$ cat src/rtl/ttt_pkg.sv
// Shared tic-tac-toe definitions: cell codes, palette, board geometry, renderer states.
package ttt_pkg;

  localparam logic [1:0] EMPTY = 2'd0;
  localparam logic [1:0] O     = 2'd1;
  localparam logic [1:0] X     = 2'd2;
  localparam logic [1:0] RSVD  = 2'd3;

  localparam logic [2:0] WHITE  = 3'b111;
  localparam logic [2:0] LBLUE  = 3'b011;
  localparam logic [2:0] PURPLE = 3'b101;
  localparam logic [2:0] BLACK  = 3'b000;

  localparam logic [7:0] ORIGIN_X = 8'd37;
  localparam logic [6:0] ORIGIN_Y = 7'd7;
  localparam logic [7:0] PITCH    = 8'd30;

  typedef enum logic [1:0] {
    IDLE = 2'd0,
    LOAD = 2'd1,
    DRAW = 2'd2,
    DONE = 2'd3
  } state_t;

  // Reserved code falls through to black; it is never treated as an error.
  function automatic logic [2:0] code_colour(input logic [1:0] code);
    case (code)
      EMPTY:   return WHITE;
      O:       return LBLUE;
      X:       return PURPLE;
      default: return BLACK;
    endcase
  endfunction

endpackage

$ cat src/rtl/cell_lut.sv
// Cell geometry lookup: cell index and code to top-left pixel and fill colour.
module cell_lut
  import ttt_pkg::*;
(
  input  logic [3:0] k,
  input  logic [1:0] code,
  output logic [7:0] base_x,
  output logic [6:0] base_y,
  output logic [2:0] colour
);

  logic [1:0] row;
  logic [1:0] col;

  // Row/column split done as a table so no divider is inferred.
  always_comb begin
    row = 2'd0;
    col = 2'd0;
    case (k)
      4'd0: begin row = 2'd0; col = 2'd0; end
      4'd1: begin row = 2'd0; col = 2'd1; end
      4'd2: begin row = 2'd0; col = 2'd2; end
      4'd3: begin row = 2'd1; col = 2'd0; end
      4'd4: begin row = 2'd1; col = 2'd1; end
      4'd5: begin row = 2'd1; col = 2'd2; end
      4'd6: begin row = 2'd2; col = 2'd0; end
      4'd7: begin row = 2'd2; col = 2'd1; end
      4'd8: begin row = 2'd2; col = 2'd2; end
      default: begin row = 2'd0; col = 2'd0; end
    endcase
  end

  // Origin plus pitch times position; all terms fit without truncation.
  always_comb begin
    base_x = ORIGIN_X + PITCH * 8'(col);
    base_y = ORIGIN_Y + 7'(PITCH) * 7'(row);
    colour = code_colour(code);
  end

endmodule

$ cat src/rtl/board_renderer.sv
// Paints the nine board cells into the VGA frame buffer, one pixel per clock.
//
//   state | meaning
//   ------+---------------------------------------------------------------
//   IDLE  | waiting for start; grid snapshot taken when start is accepted
//   LOAD  | fetch cell k geometry/colour, present its first pixel next cycle
//   DRAW  | output register holds pixel (px,py) of cell k, plot high
//   DONE  | done pulse, busy still high, back to IDLE next cycle
//
// The output registers always hold the pixel described by (k, px, py), so the
// LOAD cycle already loads pixel (0,0) and the last pixel's cycle decides the
// next state directly.
module board_renderer
  import ttt_pkg::*;
#(
  parameter int CELL_SIZE = 20
) (
  input  logic        clk,
  input  logic        reset,
  input  logic        start,
  input  logic [17:0] grid,
  output logic [7:0]  x,
  output logic [6:0]  y,
  output logic [2:0]  colour,
  output logic        plot,
  output logic        busy,
  output logic        done
);

  localparam logic [4:0] LAST = 5'(CELL_SIZE - 1);

  state_t      state, state_n;
  logic [17:0] grid_q, grid_q_n;
  logic [3:0]  k, k_n;
  logic [4:0]  px, px_n;
  logic [4:0]  py, py_n;
  logic [7:0]  base_x_q, base_x_n;
  logic [6:0]  base_y_q, base_y_n;
  logic [7:0]  x_n;
  logic [6:0]  y_n;
  logic [2:0]  colour_n;
  logic        plot_n, busy_n, done_n;

  logic [17:0] grid_sh;
  logic [1:0]  code;
  logic [7:0]  lut_x;
  logic [6:0]  lut_y;
  logic [2:0]  lut_c;

  // Cell k sits at grid_q[17-2k:16-2k]; shifting it to the top avoids a mux tree.
  assign grid_sh = grid_q << {k, 1'b0};
  assign code    = grid_sh[17:16];

  cell_lut u_cell_lut (
    .k      (k),
    .code   (code),
    .base_x (lut_x),
    .base_y (lut_y),
    .colour (lut_c)
  );

  // FSM state register.
  always_ff @(posedge clk or posedge reset) begin
    if (reset) state <= IDLE;
    else       state <= state_n;
  end

  // Next-state and next-output logic; outputs default to holding, strobes to low.
  always_comb begin
    state_n  = state;
    grid_q_n = grid_q;
    k_n      = k;
    px_n     = px;
    py_n     = py;
    base_x_n = base_x_q;
    base_y_n = base_y_q;
    x_n      = x;
    y_n      = y;
    colour_n = colour;
    plot_n   = 1'b0;
    busy_n   = busy;
    done_n   = 1'b0;
    case (state)
      IDLE: begin
        if (start) begin
          grid_q_n = grid;
          k_n      = 4'd0;
          busy_n   = 1'b1;
          state_n  = LOAD;
        end
      end
      LOAD: begin
        base_x_n = lut_x;
        base_y_n = lut_y;
        px_n     = 5'd0;
        py_n     = 5'd0;
        x_n      = lut_x;
        y_n      = lut_y;
        colour_n = lut_c;
        plot_n   = 1'b1;
        state_n  = DRAW;
      end
      DRAW: begin
        if (px == LAST && py == LAST) begin
          if (k == 4'd8) begin
            done_n  = 1'b1;
            state_n = DONE;
          end else begin
            k_n     = k + 4'd1;
            state_n = LOAD;
          end
        end else begin
          if (px == LAST) begin
            px_n = 5'd0;
            py_n = py + 5'd1;
          end else begin
            px_n = px + 5'd1;
          end
          x_n    = base_x_q + {3'b000, px_n};
          y_n    = base_y_q + {2'b00, py_n};
          plot_n = 1'b1;
        end
      end
      DONE: begin
        busy_n  = 1'b0;
        state_n = IDLE;
      end
      default: state_n = IDLE;
    endcase
  end

  // Datapath and output registers.
  always_ff @(posedge clk or posedge reset) begin
    if (reset) begin
      grid_q   <= 18'd0;
      k        <= 4'd0;
      px       <= 5'd0;
      py       <= 5'd0;
      base_x_q <= 8'd0;
      base_y_q <= 7'd0;
      x        <= 8'd0;
      y        <= 7'd0;
      colour   <= 3'd0;
      plot     <= 1'b0;
      busy     <= 1'b0;
      done     <= 1'b0;
    end else begin
      grid_q   <= grid_q_n;
      k        <= k_n;
      px       <= px_n;
      py       <= py_n;
      base_x_q <= base_x_n;
      base_y_q <= base_y_n;
      x        <= x_n;
      y        <= y_n;
      colour   <= colour_n;
      plot     <= plot_n;
      busy     <= busy_n;
      done     <= done_n;
    end
  end

endmodule

$ cat config.mk
export PLATFORM = sky130hd
export DESIGN_NAME = board_renderer
export DESIGN_NICKNAME = d
export VERILOG_FILES = /design/src/rtl/ttt_pkg.sv /design/src/rtl/cell_lut.sv /design/src/rtl/board_renderer.sv
export SDC_FILE = /design/constraint.sdc
export NUM_CORES = 1
export LEC_CHECK = 0
export ABC_AREA = 1
export ABC_CLOCK_PERIOD_IN_PS = 2500
export CORE_MARGIN = 1
export CORE_UTILIZATION = 35
export DETAILED_ROUTE_END_ITERATION = 8
export GPL_TIMING_DRIVEN = 0
export SYNTH_ARGS = -nofsm -noshare
export SYNTH_HDL_FRONTEND = slang
export SYNTH_SLANG_ARGS = --single-unit
$ cat constraint.sdc
create_clock -name clk -period 2.5 [get_ports clk]
set_clock_uncertainty 0.1 [all_clocks]
set_input_delay 0.375 -clock clk [delete_from_list [all_inputs] [get_ports clk]]
set_output_delay 0.375 -clock clk [all_outputs]
set_load 0.01 [all_outputs]
### Word-level counts from Yosys, hierarchy flattened

Memory sizes are Yosys's and may differ from the RTL's.
Cells that the tools add are included.

| word-level totals | value |
|---|---|
| bits in registers | 70 |
| latch bits | 0 |
| bits in writable memories | 0 |
| ROM bits | 64 |
| output and inout bits | 21 |
| word-level logic and storage cells | 77 |
| memories kept | 1 |

Memories:

| name | words | width | rd ports | clocked after Yosys merged registers in | write ports | line | source |
|---|---|---|---|---|---|---|---|
| (no name shown) | 16 | 4 | 1 | 0 | 0 | cell_lut.sv:19 | `case (k)` |

| cells by class | value |
|---|---|
| $add $sub $neg | 7 |
| multipliers | 2 |
| divide/modulo/power cells | 0 |
| magnitude comparators | 0 |
| eq/ne operators | 12 |
| shift-type cells | 1 |
| mux-type cells | 30 |
| bitwise gates (word level) | 0 |
| reduce and logical (&&, ||, !) cells | 11 |

Operator list:

| cell | number |
|---|---|
| two-way mux 5 bit | 8 |
| one-hot mux 5 bit (2 select lines) | 2 |
| left shift 18 x 5 -> 18 bit | 1 |
| one-hot mux 8 bit (2 select lines) | 1 |
| one-hot mux 7 bit (2 select lines) | 1 |
| multiplier 4 x 2 -> 6 bit (first input constant) | 2 |
| two-way mux 4 bit | 3 |
| adder 5 x 1 -> 5 bit (second input constant) | 2 |
| == test 5 bit (second input constant) | 2 |
| one-hot mux 3 bit (3 select lines) | 1 |
| adder 6 x 7 -> 8 bit (first input constant) | 1 |
| adder 8 x 5 -> 8 bit | 1 |
| two-way mux 8 bit | 1 |
| != test 2 bit (second input constant) | 4 |
| one-hot mux 2 bit (4 select lines) | 1 |
| one-hot mux 4 bit (2 select lines) | 1 |
| AND reduction 2 bit | 4 |
| adder 3 x 7 -> 7 bit (first input constant) | 1 |
| adder 7 x 5 -> 7 bit | 1 |
| two-way mux 7 bit | 1 |
| == test 2 bit (second input constant) | 3 |
| two-way mux 2 bit | 3 |
| nonzero test 2 bit | 3 |
| two-way mux 1 bit | 5 |
| 7 further kinds | 10 |

### Longest topological paths before layout

Gate-level depths: netlist (run 1).

| logic depth | value |
|---|---|
| depth in word-level cells | 7 |
| gate-level depth with buffers | 16 |

### By module

A second synthesis (run 1) with hierarchy kept.

| unflattened totals | value |
|---|---|
| cells, all modules | 526 |
| area total of the unflattened synthesis | 4067.7 um^2 |

By module, submodules not included:

| module | times used | cells an instance | area each (um^2) |
|---|---|---|---|
| board_renderer | 1 | 481 | 3804.9 |
| cell_lut | 1 | 45 | 262.8 |

### Least setup slack after synthesis (run 1)

No wires, ideal clock.

| path | value |
|---|---|
| path kind | flip-flop to flip-flop |
| start point | register k[0] |
| end point | register x[6] |
| library setup time | 0.066 ns |
| arrival | 2.503 ns |
| data required time | 2.334 ns |
| slack | -0.169 ns |
| stages on the path, launching flop included | 13 |
| clock period less this slack | 2.669 ns |
| path through | dfrtp_1 -> clkbuf_2 -> inv_1 -> buf_2 -> ha_1 -> nand2_1 -> inv_1 -> nor3_1 -> inv_1 -> ha_1 -> or2_2 -> or2_2 -> nand3_2 |

| between the ends | value |
|---|---|
| word-level cells in the longest chain between the ends | 4 |

RTL lines:

| element | line | source |
|---|---|---|
| start: declaration | board_renderer.sv:34 | `logic [3:0] k, k_n;` |
| start signal: assignment | board_renderer.sv:149 | `k <= k_n;` |
| memory (16 x 4 bit) | n/a |  |
| multiplier 4 x 2 -> 6 bit | cell_lut.sv:35 | `base_x = ORIGIN_X + PITCH * 8'(col);` |
| adder 6 x 7 -> 8 bit | cell_lut.sv:35 |  |
| one-hot mux 8 bit (2 select lines) | board_renderer.sv:83 | `case (state)` |
| end signal: assignment | board_renderer.sv:154 | `x <= x_n;` |
| end: declaration | board_renderer.sv:22 | `output logic [7:0] x,` |

No other way between the ends.
A chain may end at the register's enable or synchronous reset.

### Final worst setup path (run 1)

| path | value |
|---|---|
| start point | register px[0] |
| end point | register y[6] |

| between the ends | value |
|---|---|
| word-level cells in the longest chain between the ends | 7 |
| elaborated cells on any way between the ends | 10 |

RTL lines:

| element | line | source |
|---|---|---|
| start: declaration | board_renderer.sv:35 | `logic [4:0] px, px_n;` |
| start signal: assignment | board_renderer.sv:150 | `px <= px_n;` |
| == test 5 bit * | board_renderer.sv:104, board_renderer.sv:113 |  |
| two-way mux 5 bit | board_renderer.sv:113 | `if (px == LAST) begin` |
| two-way mux 5 bit | board_renderer.sv:104 | `if (px == LAST && py == LAST) begin` |
| two-way mux 5 bit | board_renderer.sv:83 |  |
| adder 7 x 5 -> 7 bit | board_renderer.sv:120 | `y_n = base_y_q + {2'b00, py_n};` |
| two-way mux 7 bit | board_renderer.sv:104 |  |
| one-hot mux 7 bit (2 select lines) | board_renderer.sv:83 |  |
| end signal: assignment | board_renderer.sv:155 | `y <= y_n;` |
| end: declaration | board_renderer.sv:23 | `output logic [6:0] y,` |

Mark *: on every way between the ends. The rest lies on a longest branch, timed or not. The select of a mux whose other input is x is not followed.

==> flow_metrics.env, run 1 <==
export IMPL_power_density_mw_per_mm2=1116
export IMPL_route_detailed_drc=0
export IMPL_wire_per_inst_um=13.29
export IMPL_clkTransAtPathRegs_ns=0.08
export IMPL_drt_pass1_iter_count=4
export IMPL_reg2reg_from="px[0]$_DFFE_PP0P_"
export IMPL_synth_cells=467
export IMPL_synth_ff_type="dfrtp_1"
export IMPL_ant_nets=0
export IMPL_finalSetupViolCount=1
export IMPL_worstReg2RegEnd="y[6]$_DFFE_PP0P_"
export IMPL_synth_fp_nets=513
export IMPL_placed_cell_area_mm2=0.004394
export IMPL_worstSetupPathType="register to register"
export IMPL_fmax_mhz=391.9
export IMPL_ys_seq_elements=66
export IMPL_worst_endpoint_required_ns=2.68
export IMPL_power_leakage_nw=2.302
export IMPL_die_h_um=106.0
export IMPL_vias=3249
export IMPL_diodes=0
export IMPL_setup_tns_final_ns=-0.05149
export IMPL_status="finished, violations left"
export IMPL_drt_iter0_markers=115
export IMPL_cts_sinks=66
export IMPL_yosys_top_cells_area="dfrtp_1 (44%), nand2_1 (14%), ha_1 (7.6%)"
export IMPL_timing_hold_ws_ns=0.3805
export IMPL_final_common_cell="nand2_1"
export IMPL_hold_depth=2
export IMPL_io_pins=42
export IMPL_maxSlewViolCount=0
export IMPL_violations="negative setup slack"
export IMPL_grt_pass1_wl_um=15120
export IMPL_ff2ff_path_depth=15
export IMPL_yosys_cell_types_count=44
export IMPL_fin_crit_sh=1.021
export IMPL_hold_path_class="register to register"
export IMPL_start_kind="register"
export IMPL_min_delay_start="grid_q[17]$_DFFE_PP0P_"
export IMPL_syn_area_per_cell_um2=8.102
export IMPL_whs_endpoint="grid_q[17]$_DFFE_PP0P_"
export IMPL_setup_slack_ns=-0.05149
export IMPL_grt_max_degree=67
export IMPL_relSlewSlack=0.4393
export IMPL_stdcell_area_mm2=0.004888
export IMPL_cts_tree="done"
export IMPL_ys_warn_count=0
export IMPL_synth_edf_count=0
export IMPL_layout_common_cells="nand2_1 (138), dfrtp_1 (61), inv_1 (50)"
export IMPL_yosysTopAreaCell="dfrtp_1"
export IMPL_peakVddDrop_uv=422.4
export IMPL_vias_per_cell=4.828
export IMPL_cp_max_fo=4
export IMPL_clock_root_buffer="clkbuf_8"
export IMPL_port_buffers=41
export IMPL_die_x_um=106.0
export IMPL_period_needed_ns=2.551
export IMPL_nets=578
export IMPL_routed_wl_um=8945
export IMPL_htree_levels=3
export IMPL_clk_path_buf_depth=2
export IMPL_yosysSeqAreaShare=0.4365
export IMPL_clk_latency_ns=0.35
export IMPL_hpwlAfterDp_um=6219
export IMPL_routabilityCongestion=0.8110
export IMPL_fillers=1046
export IMPL_start_util=0.3632
export IMPL_grt_total_usage=0.1711
export IMPL_drive_gt1_frac=0.1732
export IMPL_syn_to_final_growth_pct=29.20
export IMPL_antenna_found_initial=0
export IMPL_syn_area_mm2=0.003784
export IMPL_grt_pass1_vias=3233
export IMPL_crit_path_end_kind="register"
export IMPL_grt_overflow=0
export IMPL_rows=37
export IMPL_synth_top_area_share=0.4365
export IMPL_cts_buffers=9
export IMPL_coreArea_mm2=0.01042
export IMPL_hold_viol=0
export IMPL_synthArstFlopShare=1.000
export IMPL_drv_cap=0
export IMPL_cp_data_arrival_time_ns=2.73
export IMPL_die_area_mm2=0.01123
export IMPL_tightest_slew_ns=0.8410
export IMPL_rsz0062_at_grt="true"
export IMPL_r2r_slack_ns=-0.05
## through the flow
stage | power (mW) | util | setup slack [ns] | std cells
2_1_floorplan | 3.307 | - | -0.005418 | 467
3_3_place_gp | 4.067 | 0.4216 | -0.8946 | 644
3_5_place_dp | 4.099 | 0.4219 | -0.3712 | 644
4_1_cts | 5.296 | 0.4566 | -0.07313 | 668
5_1_grt | 5.910 | 0.4693 | -0.1703 | 673
6_report | 5.453 | 0.4693 | -0.05149 | 673
## where the power goes
part | leakage (nW) | internal, mW | switching [mW]
clock network | 0.119 | 0.642 | 0.429
registers | 0.815 | 1.45 | 0.222
logic | 1.37 | 1.15 | 1.57
## sequential cells by signal (all words and copies together) (netlist names), 2 cells and up
| register | cells |
|---|---|
| state | 2 |
| grid_q | 18 |
| base_y_q | 4 |
| x | 8 |
| colour | 3 |
| k | 4 |
| y | 7 |
| base_x_q | 7 |
| py | 5 |
| px | 5 |
## kinds of logic (layout without fill, tap and decap cells)
kind of cell,Yosys count,after routing,share of synthesized area
compound gates,79,79,0.1237
xor+xnor,6,6,0.01389
simple gates,217,217,0.2573
flops,66,66,0.4365
fa+ha+maj,25,25,0.08664
buf+inv,74,144,0.08201
## cell usage after synthesis, types with 3 or more instances
library cell and n:
or2_2 6, nand4_1 7, clkbuf_1 7, o21ai_0 35, ha_1 23, o22ai_1 7
buf_2 3, nor2_1 32, o21ai_2 6, o211ai_1 3, xor2_1 5, nand2_4 4
inv_1 56, o21ai_1 5, o22a_1 3, dfrtp_1 66, nand2_1 139, nand3_1 19
a21oi_1 11
## metal layers
metal	track usage	wire, um	vias up
li1	-	-	1633
met2	0.2979	4469	75
met4	0.05754	112	0
met1	0.2106	4057	1531
met3	0.03495	305	10
met5	0	0	-
## what timing repair did
action | CTS | global route
pin swaps | 11 | 21
setup buffers | 8 | 5
hold buffers | 0 | 0
gates resized for setup | 24 | 26
setup endpoints to repair | 12 | 10
## how the worst max path moves through the flow
| stage | startpoint | endpoint | slack, ns | cells after the start |
|---|---|---|---|---|
| finish | px[0]$_DFFE_PP0P_ | y[6]$_DFFE_PP0P_ | -0.05 | 15 |
| detailed placement | k[0]$_DFFE_PP0P_ | x[7]$_DFFE_PP0P_ | -0.37 | 14 |
| CTS | px[3]$_DFFE_PP0P_ | y[6]$_DFFE_PP0P_ | -0.07 | 15 |
| global route | px[0]$_DFFE_PP0P_ | x[5]$_DFFE_PP0P_ | -0.17 | 16 |
| global placement | reset | px[2]$_DFFE_PP0P_ | -0.89 | 2 |
| floorplan | k[0]$_DFFE_PP0P_ | x[6]$_DFFE_PP0P_ | -0.005 | 12 |
## worst max-delay path, cell delays in order, from the launching register on
cell and delay [ns]:
dfrtp_2 0.40, ha_4 0.17, nand3_4 0.14, xor2_2 0.22, inv_2 0.08, ha_4 0.14, inv_2 0.04, fa_2 0.33
or2_4 0.27, nand2_4 0.08, nand3_4 0.07, nor2_4 0.12, nand2_1 0.06, nand2_1 0.07, nand3_2 0.06, a21oi_2 0.13
## area by class of cell
type | count | area (um^2) | area share
clock buffers | 12 | 165.2 | 0.03379
well taps | 136 | 170.2 | 0.03481
repair buffers | 54 | 511.7 | 0.1047
flip-flops and latches | 66 | 1658 | 0.3391
plain buffers | 14 | 102.6 | 0.02099
inverters | 60 | 232.7 | 0.04761
clock inverters | 4 | 72.57 | 0.01485
multi-input cells | 327 | 1976 | 0.4041
Note: power is estimated with default switching activity, not from simulation.
==> run 2: changes to the inputs <==
--- a/config.mk
+++ b/config.mk
@@ -6,7 +6,7 @@
 export NUM_CORES = 1
 export LEC_CHECK = 0
 export ABC_AREA = 1
-export ABC_CLOCK_PERIOD_IN_PS = 2500
+export ABC_CLOCK_PERIOD_IN_PS = 3000
 export CORE_MARGIN = 1
 export CORE_UTILIZATION = 35
 export DETAILED_ROUTE_END_ITERATION = 8
==> constraint.sdc (replaced) <==
create_clock -name clk -period 3 [get_ports clk]
set_clock_uncertainty 0.1 [all_clocks]
set_input_delay 0.45 -clock clk [delete_from_list [all_inputs] [get_ports clk]]
set_output_delay 0.45 -clock clk [all_outputs]
set_load 0.01 [all_outputs]
==> flow_metrics.env, run 2 (synthesized netlist as in run 1, its figures left out) <==
export IMPL_status="finished, final reports clean"
export IMPL_finalSetupViolCount=0
export IMPL_vias_per_cell=4.788
export IMPL_cp_data_arrival_time_ns=3.02
export IMPL_clk_latency_ns=0.35
export IMPL_routed_wl_um=8760
export IMPL_routabilityCongestion=0.8265
export IMPL_clkTransAtPathRegs_ns=0.08
export IMPL_vias=3184
export IMPL_grt_pass1_wl_um=15070
export IMPL_largestRegisters="grid_q (18), x (8)"
export IMPL_port_buffers=41
export IMPL_cts_tree="done"
export IMPL_grt_overflow=0
export IMPL_hpwlAfterDp_um=6304
export IMPL_crit_end="y[6]$_DFFE_PP0P_"
export IMPL_die_x_um=106.0
export IMPL_nets=570
export IMPL_largest_register="grid_q"
export IMPL_die_area_mm2=0.01123
export IMPL_period_needed_ns=2.844
export IMPL_grt_total_usage=0.1707
export IMPL_drive_gt1_frac=0.1115
export IMPL_worstSetupPathType="register to register"
export IMPL_reg2reg_from="px[2]$_DFFE_PP0P_"
export IMPL_start_kind="register"
export IMPL_io_pins=42
export IMPL_hold_viol=0
export IMPL_clk_path_buf_depth=2
export IMPL_drt_iter0_markers=129
export IMPL_dp_slack_ns=-0.1388
export IMPL_antenna_found_initial=0
export IMPL_cp_max_fo=8
export IMPL_tightest_slew_ns=0.8325
export IMPL_hold_path_class="register to register"
export IMPL_coreArea_mm2=0.01042
export IMPL_grt_pass1_vias=3180
export IMPL_timing_hold_ws_ns=0.3767
export IMPL_htree_levels=3
export IMPL_clock_root_buffer="clkbuf_8"
export IMPL_syn_to_final_growth_pct=22.22
export IMPL_start_util=0.3632
export IMPL_worst_endpoint_required_ns=3.17
export IMPL_crit_path_start="px[2]$_DFFE_PP0P_"
export IMPL_largest_register_ffs=18
export IMPL_final_common_cell="nand2_1"
export IMPL_worstReg2RegEnd="y[6]$_DFFE_PP0P_"
export IMPL_fmax_mhz=351.7
export IMPL_rows=37
export IMPL_die_h_um=106.0
export IMPL_r2r_slack_ns=0.16
export IMPL_cts_sinks=66
export IMPL_ant_nets=0
export IMPL_fin_crit_sh=0.9478
export IMPL_diodes=0
export IMPL_layout_common_cells="nand2_1 (139), dfrtp_1 (64), inv_1 (55)"
export IMPL_cts_buffers=9
export IMPL_power_density_mw_per_mm2=900.9
export IMPL_power_leakage_nw=2.225
export IMPL_grt_max_degree=67
export IMPL_power_mw=4.166
export IMPL_relSlewSlack=0.4450
export IMPL_setup_slack_ns=0.1565
export IMPL_drv_cap=0
export IMPL_rsz0062_at_grt="true"
export IMPL_wire_per_inst_um=13.17
export IMPL_route_detailed_drc=0
export IMPL_peakVddDrop_uv=309.6
export IMPL_maxSlewViolCount=0
export IMPL_ff2ff_path_depth=15
export IMPL_drt_pass1_iter_count=4
export IMPL_crit_path_end_kind="register"
==> run 2: cell count changes in the layout (fill, tap and decap cells not counted), sizes merged <==
cell / previous run / this run
clkbuf: 20 / 17
bufinv: 2 / 1
buf: 19 / 12
clkinv: 3 / 6
==> run 2: layout make-up <==
class	instances	area, um^2
fill	1083	5792
multi-input combinational	327	1846
sequential	66	1654
timing repair buffer	47	455.4
inverter	60	232.7
tap	136	170.2
clock buffer	10	127.6
buffer	13	81.33
clock inverter	6	57.56
==> run 2: metal layers <==
layer / GRT usage / part of all wire / vias up
met3: 0.03556 / 0.033 / 14
met4: 0.05754 / 0.016 / 0
met2: 0.2862 / 0.48 / 56
met5: 0 / 0 / -
li1: - / - / 1612
met1: 0.2187 / 0.47 / 1502
==> run 2: repair_timing <==
| action | CTS | global route |
|---|---|---|
| buffers inserted | 0 | 6 |
| pin swaps | 0 | 2 |
| endpoints found under the setup margin | 3 | 5 |
| hold buffers | 0 | 0 |
| gates resized for setup | 1 | 11 |
==> run 2: where the power goes <==
| group | switching, mW | internal [mW] |
|---|---|---|
| sequential | 0.205 | 1.20 |
| clock | 0.349 | 0.378 |
| combinational | 1.20 | 0.828 |
| total | 1.76 | 2.41 |
==> run 2: through the flow <==
| stage | TNS (ns) | area [um^2] | utilization | instances |
|---|---|---|---|---|
| 6_report | 0 | 4624 | 0.4440 | 665 |
| 5_1_grt | -0.006466 | 4624 | 0.4440 | 665 |
| 4_1_cts | 0 | 4557 | 0.4375 | 660 |
| 3_5_place_dp | -0.2791 | 4367 | 0.4192 | 644 |
| 3_3_place_gp | -30.81 | 4364 | 0.4190 | 644 |
| 2_1_floorplan | 0 | 3784 | - | 467 |
==> run 2: critical path, stage by stage (launching register included) <==
cell and delay [ns]:
dfrtp_2 0.45, nor2_2 0.16, nand3_4 0.15, xor2_1 0.19, inv_1 0.07, ha_1 0.17, inv_1 0.06, fa_1 0.38
or2_2 0.33, nand2_1 0.07, nand3_1 0.13, nor2_2 0.15, nand2_1 0.08, nand2_1 0.06, nand3_1 0.06, a21oi_1 0.15
==> run 2: worst min-delay path by stage <==
stage | startpoint | cells past startpoint | slack (ns) | end
floorplan | grid_q[4]$_DFFE_PP0P_ | 2 | 0.34 | grid_q[4]$_DFFE_PP0P_
global placement | grid_q[12]$_DFFE_PP0P_ | 2 | 0.36 | grid_q[12]$_DFFE_PP0P_
detailed placement | grid_q[17]$_DFFE_PP0P_ | 2 | 0.36 | grid_q[17]$_DFFE_PP0P_
CTS | grid_q[17]$_DFFE_PP0P_ | 2 | 0.38 | grid_q[17]$_DFFE_PP0P_
global route | grid_q[6]$_DFFE_PP0P_ | 2 | 0.40 | grid_q[6]$_DFFE_PP0P_
finish | grid_q[17]$_DFFE_PP0P_ | 2 | 0.38 | grid_q[17]$_DFFE_PP0P_
